$ cat config.mk
export PLATFORM = sky130hd
export DESIGN_NAME = vm2002_change_dispenser_flat
export DESIGN_NICKNAME = d
export VERILOG_FILES = /design/src/rtl/vm2002_change_dispenser_if.sv /design/src/rtl/vm2002_change_dispenser.sv /design/src/flat_wrapper.sv
export SDC_FILE = /design/constraint.sdc
export NUM_CORES = 1
export LEC_CHECK = 0
export CORE_UTILIZATION = 53
export CTS_BUF_LIST = sky130_fd_sc_hd__clkbuf_8
export DETAILED_ROUTE_END_ITERATION = 6
export PLACE_DENSITY = 0.88
export SYNTH_ARGS = -nofsm -noshare
export SYNTH_HDL_FRONTEND = slang
export SYNTH_SLANG_ARGS = --single-unit
$ cat constraint.sdc
create_clock -name clk -period 3.9 [get_ports clk]
set_input_delay 0.585 -clock clk [delete_from_list [all_inputs] [get_ports clk]]
set_output_delay 0.585 -clock clk [all_outputs]
set_load 0.05 [all_outputs]
$ cat src/rtl/vm2002_change_dispenser_if.sv
// vm2002_change_dispenser_if
//   Bundles the change dispenser's request, refill, coin-eject and status
//   signals.
//   - slave modport: the dispenser.
//   - master modport: whatever drives payout requests and acks coins.
//
//   Handshakes:
//   - Request: start is accepted only while ready=1, and balance is captured
//     on that same edge.
//   - Coin eject: once coin_valid rises, coin_out holds steady until the
//     first edge where coin_ack=1. coin_valid drops on that edge. coin_ack
//     is ignored while coin_valid is low.
//
//   dbg_state exposes the dispenser FSM encoding for observation.
interface vm2002_change_dispenser_if #(
    parameter int AMT_W = 8,
    parameter int CNT_W = 6
);
    logic             start;
    logic [AMT_W-1:0] balance;
    logic             refill;
    logic [CNT_W-1:0] refill_q;
    logic [CNT_W-1:0] refill_d;
    logic [CNT_W-1:0] refill_n;
    logic             coin_ack;
    logic             ready;
    logic             coin_valid;
    logic [1:0]       coin_out;
    logic             done;
    logic             err;
    logic [AMT_W-1:0] remaining;
    logic [AMT_W-1:0] dispensed;
    logic [CNT_W-1:0] q_cnt;
    logic [CNT_W-1:0] d_cnt;
    logic [CNT_W-1:0] n_cnt;
    logic [2:0]       dbg_state;

    modport slave (
        input  start, balance, refill, refill_q, refill_d, refill_n, coin_ack,
        output ready, coin_valid, coin_out, done, err, remaining, dispensed,
               q_cnt, d_cnt, n_cnt, dbg_state
    );

    modport master (
        output start, balance, refill, refill_q, refill_d, refill_n, coin_ack,
        input  ready, coin_valid, coin_out, done, err, remaining, dispensed,
               q_cnt, d_cnt, n_cnt, dbg_state
    );
endinterface

$ cat src/rtl/vm2002_change_dispenser.sv
// vm2002_change_dispenser
//   Pays out the balance owed after a vend as individual coins, choosing
//   coins greedily in the order quarter, dime, nickel. It keeps a stock
//   count for each coin type and pulses err when the balance is not a
//   multiple of 5 or when the remaining stock cannot cover it.
//   Coin codes: 1 = nickel (5), 2 = dime (10), 3 = quarter (25).
//
//   Ports:
//   - clk: clock. All logic updates on the rising edge.
//   - hrst: synchronous, active-high hard reset.
//   - bus (slave modport):
//     - request: start, balance, ready
//     - refill: refill, refill_q, refill_d, refill_n
//     - coin eject: coin_valid, coin_out, coin_ack
//     - status: done, err, remaining, dispensed, q_cnt, d_cnt, n_cnt,
//       dbg_state
module vm2002_change_dispenser #(
    parameter int AMT_W  = 8,
    parameter int CNT_W  = 6,
    parameter int INIT_Q = 20,
    parameter int INIT_D = 20,
    parameter int INIT_N = 20
) (
    input  logic                        clk,
    input  logic                        hrst,
    vm2002_change_dispenser_if.slave    bus
);
    typedef enum logic [2:0] {
        IDLE   = 3'd0,
        SELECT = 3'd1,
        ISSUE  = 3'd2,
        DONE   = 3'd3,
        ERR    = 3'd4
    } state_t;

    state_t           state, state_d;
    logic [1:0]       sel_code;
    logic             coin_valid;
    logic [1:0]       coin_out;
    logic [AMT_W-1:0] remaining, dispensed, coin_val;
    logic [CNT_W-1:0] q_cnt, d_cnt, n_cnt;

    // Value of the coin currently presented; used on the ack edge.
    always_comb begin
        coin_val = '0;
        case (coin_out)
            2'd3:    coin_val = AMT_W'(25);
            2'd2:    coin_val = AMT_W'(10);
            2'd1:    coin_val = AMT_W'(5);
            default: coin_val = '0;
        endcase
    end

    // Next state and coin choice.
    // Coin choice is strictly greedy: pick the largest coin that fits and is
    // in stock, with no look-ahead. Coins are tried before the rem==0 check;
    // when rem==0 no coin can fit, so the order does not matter there.
    always_comb begin
        state_d  = state;
        sel_code = 2'd0;
        case (state)
            IDLE: begin
                if (bus.start) begin
                    if ((bus.balance % AMT_W'(5)) != '0) state_d = ERR;
                    else if (bus.balance == '0)          state_d = DONE;
                    else                                 state_d = SELECT;
                end
            end
            SELECT: begin
                if (remaining >= AMT_W'(25) && q_cnt != '0)      sel_code = 2'd3;
                else if (remaining >= AMT_W'(10) && d_cnt != '0) sel_code = 2'd2;
                else if (remaining >= AMT_W'(5) && n_cnt != '0)  sel_code = 2'd1;
                if (sel_code != 2'd0)       state_d = ISSUE;
                else if (remaining == '0)   state_d = DONE;
                else                        state_d = ERR;
            end
            ISSUE:   if (bus.coin_ack) state_d = SELECT;
            DONE:    state_d = IDLE;
            ERR:     state_d = IDLE;
            default: state_d = IDLE;
        endcase
    end

    always_ff @(posedge clk) begin
        if (hrst) begin
            state      <= IDLE;
            coin_valid <= 1'b0;
            coin_out   <= 2'd0;
            remaining  <= '0;
            dispensed  <= '0;
            q_cnt      <= CNT_W'(INIT_Q);
            d_cnt      <= CNT_W'(INIT_D);
            n_cnt      <= CNT_W'(INIT_N);
        end else begin
            state <= state_d;
            case (state)
                IDLE: begin
                    // Refill lands on the same edge as start, so the first
                    // SELECT cycle already sees the new counts.
                    if (bus.refill) begin
                        q_cnt <= bus.refill_q;
                        d_cnt <= bus.refill_d;
                        n_cnt <= bus.refill_n;
                    end
                    if (bus.start) begin
                        remaining <= bus.balance;
                        dispensed <= '0;
                    end
                end
                SELECT: begin
                    if (sel_code != 2'd0) begin
                        coin_valid <= 1'b1;
                        coin_out   <= sel_code;
                    end
                end
                ISSUE: begin
                    if (bus.coin_ack) begin
                        remaining  <= remaining - coin_val;
                        dispensed  <= dispensed + coin_val;
                        coin_valid <= 1'b0;
                        coin_out   <= 2'd0;
                        // Guard the decrements so a count can never wrap.
                        case (coin_out)
                            2'd3: if (q_cnt != '0) q_cnt <= q_cnt - CNT_W'(1);
                            2'd2: if (d_cnt != '0) d_cnt <= d_cnt - CNT_W'(1);
                            2'd1: if (n_cnt != '0) n_cnt <= n_cnt - CNT_W'(1);
                            default: ;
                        endcase
                    end
                end
                default: ;
            endcase
        end
    end

    assign bus.ready      = (state == IDLE);
    assign bus.done       = (state == DONE);
    assign bus.err        = (state == ERR);
    assign bus.coin_valid = coin_valid;
    assign bus.coin_out   = coin_out;
    assign bus.remaining  = remaining;
    assign bus.dispensed  = dispensed;
    assign bus.q_cnt      = q_cnt;
    assign bus.d_cnt      = d_cnt;
    assign bus.n_cnt      = n_cnt;
    assign bus.dbg_state  = state;
endmodule

$ cat src/flat_wrapper.sv
// flat-port wrapper written by rule: the top's interface ports become plain ports
module vm2002_change_dispenser_flat 
#(
    parameter int AMT_W  = 8,
    parameter int CNT_W  = 6,
    parameter int INIT_Q = 20,
    parameter int INIT_D = 20,
    parameter int INIT_N = 20
)
  (clk, hrst, bus_start, bus_balance, bus_refill, bus_refill_q, bus_refill_d, bus_refill_n, bus_coin_ack, bus_ready, bus_coin_valid, bus_coin_out, bus_done, bus_err, bus_remaining, bus_dispensed, bus_q_cnt, bus_d_cnt, bus_n_cnt, bus_dbg_state);
  vm2002_change_dispenser_if #(.AMT_W(AMT_W), .CNT_W(CNT_W)) bus_i ();
  input  logic clk;
  input  logic hrst;
  input wire logic [$bits(bus_i.start)-1:0] bus_start;
  input wire logic [$bits(bus_i.balance)-1:0] bus_balance;
  input wire logic [$bits(bus_i.refill)-1:0] bus_refill;
  input wire logic [$bits(bus_i.refill_q)-1:0] bus_refill_q;
  input wire logic [$bits(bus_i.refill_d)-1:0] bus_refill_d;
  input wire logic [$bits(bus_i.refill_n)-1:0] bus_refill_n;
  input wire logic [$bits(bus_i.coin_ack)-1:0] bus_coin_ack;
  output wire logic [$bits(bus_i.ready)-1:0] bus_ready;
  output wire logic [$bits(bus_i.coin_valid)-1:0] bus_coin_valid;
  output wire logic [$bits(bus_i.coin_out)-1:0] bus_coin_out;
  output wire logic [$bits(bus_i.done)-1:0] bus_done;
  output wire logic [$bits(bus_i.err)-1:0] bus_err;
  output wire logic [$bits(bus_i.remaining)-1:0] bus_remaining;
  output wire logic [$bits(bus_i.dispensed)-1:0] bus_dispensed;
  output wire logic [$bits(bus_i.q_cnt)-1:0] bus_q_cnt;
  output wire logic [$bits(bus_i.d_cnt)-1:0] bus_d_cnt;
  output wire logic [$bits(bus_i.n_cnt)-1:0] bus_n_cnt;
  output wire logic [$bits(bus_i.dbg_state)-1:0] bus_dbg_state;
  assign bus_i.start = bus_start;
  assign bus_i.balance = bus_balance;
  assign bus_i.refill = bus_refill;
  assign bus_i.refill_q = bus_refill_q;
  assign bus_i.refill_d = bus_refill_d;
  assign bus_i.refill_n = bus_refill_n;
  assign bus_i.coin_ack = bus_coin_ack;
  assign bus_ready = bus_i.ready;
  assign bus_coin_valid = bus_i.coin_valid;
  assign bus_coin_out = bus_i.coin_out;
  assign bus_done = bus_i.done;
  assign bus_err = bus_i.err;
  assign bus_remaining = bus_i.remaining;
  assign bus_dispensed = bus_i.dispensed;
  assign bus_q_cnt = bus_i.q_cnt;
  assign bus_d_cnt = bus_i.d_cnt;
  assign bus_n_cnt = bus_i.n_cnt;
  assign bus_dbg_state = bus_i.dbg_state;
  vm2002_change_dispenser #(.AMT_W(AMT_W), .CNT_W(CNT_W), .INIT_Q(INIT_Q), .INIT_D(INIT_D), .INIT_N(INIT_N)) u_core (.clk(clk), .hrst(hrst), .bus(bus_i));
endmodule
==> flow_results.xml <==
<?xml version="1.0" encoding="UTF-8"?>
<metrics>
  <group name="logic_synthesis">
    <metric name="synth.net_count" unit="">493</metric>
    <metric name="postSynthCellCount" unit="">443</metric>
    <metric name="post_synth_most_frequent_cells" unit="">nor2_1 (49), dfxtp_1 (40), nand2_1 (38)</metric>
    <metric name="synthesis.area_per_instance" unit="sq um">7.555</metric>
    <metric name="post-synth-top-area-cell" unit="">dfxtp_1</metric>
    <metric name="yosys_register_bits" unit="">40</metric>
    <metric name="ys_top_cells_by_area" unit="">dfxtp_1 (24%), ha_1 (6.4%), nor2_1 (5.5%), o21ai_0 (5.2%), nand2_1 (4.3%)</metric>
    <metric name="synth-async-reset-ratio" unit="%">0</metric>
    <metric name="synthFlopType" unit="">dfxtp_1</metric>
    <metric name="yosys.area.top_type_share" unit="%">23.93</metric>
    <metric name="synth_sequential_area_ratio" unit="%">23.93</metric>
    <metric name="cell_with_the_most_instances_after_synthesis" unit="">nor2_1</metric>
    <metric name="synth-edff-count" unit="">0</metric>
    <metric name="yosys_warnings" unit="">0</metric>
    <metric name="netlist-cell-type-count" unit="">67</metric>
    <metric name="synth_area" unit="sq um">3347</metric>
  </group>
  <group name="global_route">
    <metric name="grt_pass1_vias" unit="">3170</metric>
    <metric name="grt.overflow.total" unit="">0</metric>
    <metric name="grt_antenna_before_repair" unit="">0</metric>
    <metric name="grt_pass1_wl" unit="microns">14900</metric>
    <metric name="grt_start_max_net_pins" unit="">33</metric>
    <metric name="grt.total_usage" unit="%">28.95</metric>
  </group>
  <group name="power_and_ir_drop">
    <metric name="p_clk_share" unit="%">25.2</metric>
    <metric name="report.power.total" unit="mW">1.364</metric>
    <metric name="p_switching" unit="mW">0.5314</metric>
    <metric name="cellInternalPower" unit="mW">0.8322</metric>
    <metric name="pwr_density" unit="nW/um^2">324.9</metric>
    <metric name="share_seq_of_total_power" unit="%">35.3</metric>
    <metric name="leakage" unit="nW">1.612</metric>
    <metric name="ir_drop" unit="uV">192.3</metric>
    <metric name="comb_power_share" unit="%">39.5</metric>
    <metric name="power_switching_share" unit="%">38.97</metric>
  </group>
  <group name="sta">
    <metric name="hold_ws" unit="ns">0.5168</metric>
    <metric name="final_report_max_slew_violation_count" unit="">0</metric>
    <metric name="final-hold-violation-count" unit="">0</metric>
    <metric name="timing.clock.skew" unit="ns">0.007804</metric>
    <metric name="fmaxAchievable" unit="MHz">295.2</metric>
    <metric name="final.period_utilization" unit="%">86.85</metric>
    <metric name="worst_slew_pin_slew" unit="ns">0.8813</metric>
    <metric name="finalCriticalPeriod" unit="ns">3.387</metric>
    <metric name="finalSetupViolations" unit="">0</metric>
    <metric name="fin_setup_tns" unit="ns">0</metric>
    <metric name="grt_setup_unrepaired" unit="">no</metric>
    <metric name="max-slew-margin-rel" unit="%">41.03</metric>
  </group>
  <group name="outcome">
    <metric name="status" unit="">finished, violations left</metric>
    <metric name="violated_checks" unit="">design-rule violations</metric>
  </group>
  <group name="drt">
    <metric name="detail_route.wl_per_cell" unit="microns">16.59</metric>
    <metric name="drtAntennaViolNets" unit="">0</metric>
    <metric name="num_vias" unit="">3621</metric>
    <metric name="drtPass1Iterations" unit="">7</metric>
    <metric name="routed_wl" unit="microns">9607</metric>
    <metric name="drt-vias-per-instance" unit="">6.254</metric>
    <metric name="drtIter0Drc" unit="">312</metric>
    <metric name="post-route-drc-count" unit="">1</metric>
  </group>
  <group name="critical_path">
    <metric name="cp_data_arrival_time" unit="ns">3.59</metric>
    <metric name="timing.critical_path.fanout_max" unit="">11</metric>
    <metric name="setup.worst_path.class" unit="">input pin to flip-flop</metric>
    <metric name="timing.reg2reg.worst_path_depth" unit="">6</metric>
    <metric name="setup.worst_path.end_class" unit="">flip-flop</metric>
    <metric name="startpoint_type" unit="">input pin</metric>
    <metric name="worst_ep_required_time" unit="ns">4.10</metric>
  </group>
  <group name="job">
    <metric name="maxCapViolations" unit="">0</metric>
  </group>
  <group name="clocking">
    <metric name="clockRootBuffer" unit="">clkbuf_8</metric>
    <metric name="cts_tree" unit="">done</metric>
    <metric name="ctsLongestPathBuffers" unit="">2</metric>
    <metric name="post-cts-setup-buffers" unit="">0</metric>
    <metric name="cts.repair.resized" unit="">0</metric>
    <metric name="clock_tree.htree_level_count" unit="">2</metric>
    <metric name="clk_pin_slew_worst_paths" unit="ns">0.08</metric>
    <metric name="cts_sink_cnt" unit="">40</metric>
    <metric name="cts_hold_buf" unit="">0</metric>
    <metric name="cts-buffers-inserted" unit="">5</metric>
    <metric name="clock_latency" unit="ns">0.30</metric>
  </group>
  <group name="place">
    <metric name="port_buffers" unit="">73</metric>
    <metric name="place_congestion" unit="">0.9111</metric>
    <metric name="detailedPlacementHpwl" unit="microns">6917</metric>
    <metric name="dpl-instance-area" unit="sq um">4089</metric>
  </group>
  <group name="final_layout">
    <metric name="syn_to_final_growth" unit="%">25.38</metric>
    <metric name="post-route-cell-area" unit="sq um">4197</metric>
    <metric name="final_layout_size_suffix_gt1_share" unit="%">7.143</metric>
    <metric name="final_nets" unit="">553</metric>
    <metric name="utilization" unit="%">70.05</metric>
    <metric name="antennaDiodeCount" unit="">0</metric>
    <metric name="fillCellCount" unit="">496</metric>
  </group>
  <group name="floorplanning">
    <metric name="floorplan.die.height" unit="microns">81.47</metric>
    <metric name="die-width" unit="microns">81.47</metric>
    <metric name="floorplan.core_area" unit="sq um">5991</metric>
    <metric name="die_area" unit="sq um">6637</metric>
    <metric name="floorplan.io_pins" unit="">74</metric>
    <metric name="rows" unit="">28</metric>
    <metric name="initial_utilization" unit="%">55.87</metric>
  </group>
  <group name="min_path">
    <metric name="hold_path.class" unit="">flip-flop to flip-flop</metric>
    <metric name="worst_hold_path.num_cells" unit="">2</metric>
  </group>
</metrics>
cells in the final DEF (no fill, tap or decap), types with 7 or more instances in the layout:
cell type	count
a21oi_1	28
a221oi_1	8
a22oi_1	16
buf_4	12
clkdlybuf4s50_1	73
dfxtp_1	40
ha_1	17
inv_1	19
nand2_1	38
nand2b_1	14
nand3_1	7
nor2_1	49
nor2b_1	9
nor3_1	16
o21ai_0	35
xnor2_1	7
cell families (layout without fill, tap and decap cells):
family | after synthesis | in the layout | synth area share [%]
AO/OA/AOI/OAI | 141 | 141 | 28.82
XOR/XNOR | 12 | 12 | 3.140
adder cells (fa/ha/maj) | 19 | 19 | 7.551
buffers and inverters | 50 | 111 | 7.177
flip-flops | 40 | 40 | 23.93
multiplexers | 4 | 4 | 1.196
AND/OR/NAND/NOR | 177 | 177 | 28.19
power by group through the flow:
stage	Sequential [mW]	Combinational [mW]	Clock (mW)
2_1_floorplan	0.575	0.278	0
3_3_place_gp	0.486	0.514	0
3_5_place_dp	0.489	0.529	0
4_1_cts	0.480	0.533	0.345
5_1_grt	0.486	0.579	0.363
6_report	0.481	0.539	0.343
final cells by class:
| class | instances | area (sq um) | area share, % |
|---|---|---|---|
| multi-input cells | 353 | 2306 | 54.95 |
| repair buffers | 85 | 820.8 | 19.56 |
| flip-flops and latches | 40 | 800.8 | 19.08 |
| well taps | 75 | 93.84 | 2.236 |
| clock buffers | 5 | 68.82 | 1.640 |
| inverters | 18 | 67.56 | 1.610 |
| clock inverters | 3 | 38.79 | 0.9243 |
registers in the layout (all words and copies together) (netlist names):
signal,flops
u_core.bus.coin_out,2
u_core.bus.n_cnt,6
u_core.bus.coin_valid,1
u_core.bus.d_cnt,6
u_core.bus.dispensed,8
u_core.bus.dbg_state,3
u_core.bus.remaining,8
u_core.bus.q_cnt,6
through the flow:
stage,instances,setup slack (ns)
after global placement,571,0.3454
after global routing,579,0.3642
after CTS,579,0.5417
final,579,0.5130
after floorplan,443,0.9928
after detailed placement,571,0.2134
worst paths after layout:
| kind | start | endpoint | slack [ns] |
|---|---|---|---|
| max | bus_balance[6] | u_core.bus.dbg_state[2]$_SDFFE_PP0P_ | 0.51 |
| min | u_core.bus.remaining[7]$_SDFFE_PP0P_ | u_core.bus.remaining[7]$_SDFFE_PP0P_ | 0.52 |
| max reg2reg | u_core.bus.dbg_state[2]$_SDFFE_PP0P_ | u_core.bus.d_cnt[3]$_SDFFE_PP0P_ | 1.30 |
| min reg2reg | u_core.bus.remaining[7]$_SDFFE_PP0P_ | u_core.bus.remaining[7]$_SDFFE_PP0P_ | 0.52 |
critical path: stages:
cell             delay (ns)
clkdlybuf4s50_1        0.70
buf_4                  0.24
and3b_1                0.18
o21ai_0                0.25
a32oi_2                0.12
nor2_2                 0.14
ha_1                   0.25
and2_1                 0.19
nor3b_1                0.19
a41oi_1                0.08
o311ai_2               0.12
a21boi_2               0.19
nand4bb_1              0.14
a22o_1                 0.22
per-layer routing:
| metal | up-vias | wire, microns | track usage [%] |
|---|---|---|---|
| met5 | - | 0 | 0 |
| met4 | 0 | 100 | 8.393 |
| met3 | 13 | 697 | 4.222 |
| met2 | 175 | 4532 | 46.42 |
| met1 | 1698 | 4277 | 40.03 |
| li1 | 1735 | - | - |
Note: power is estimated with default switching activity, not from simulation.
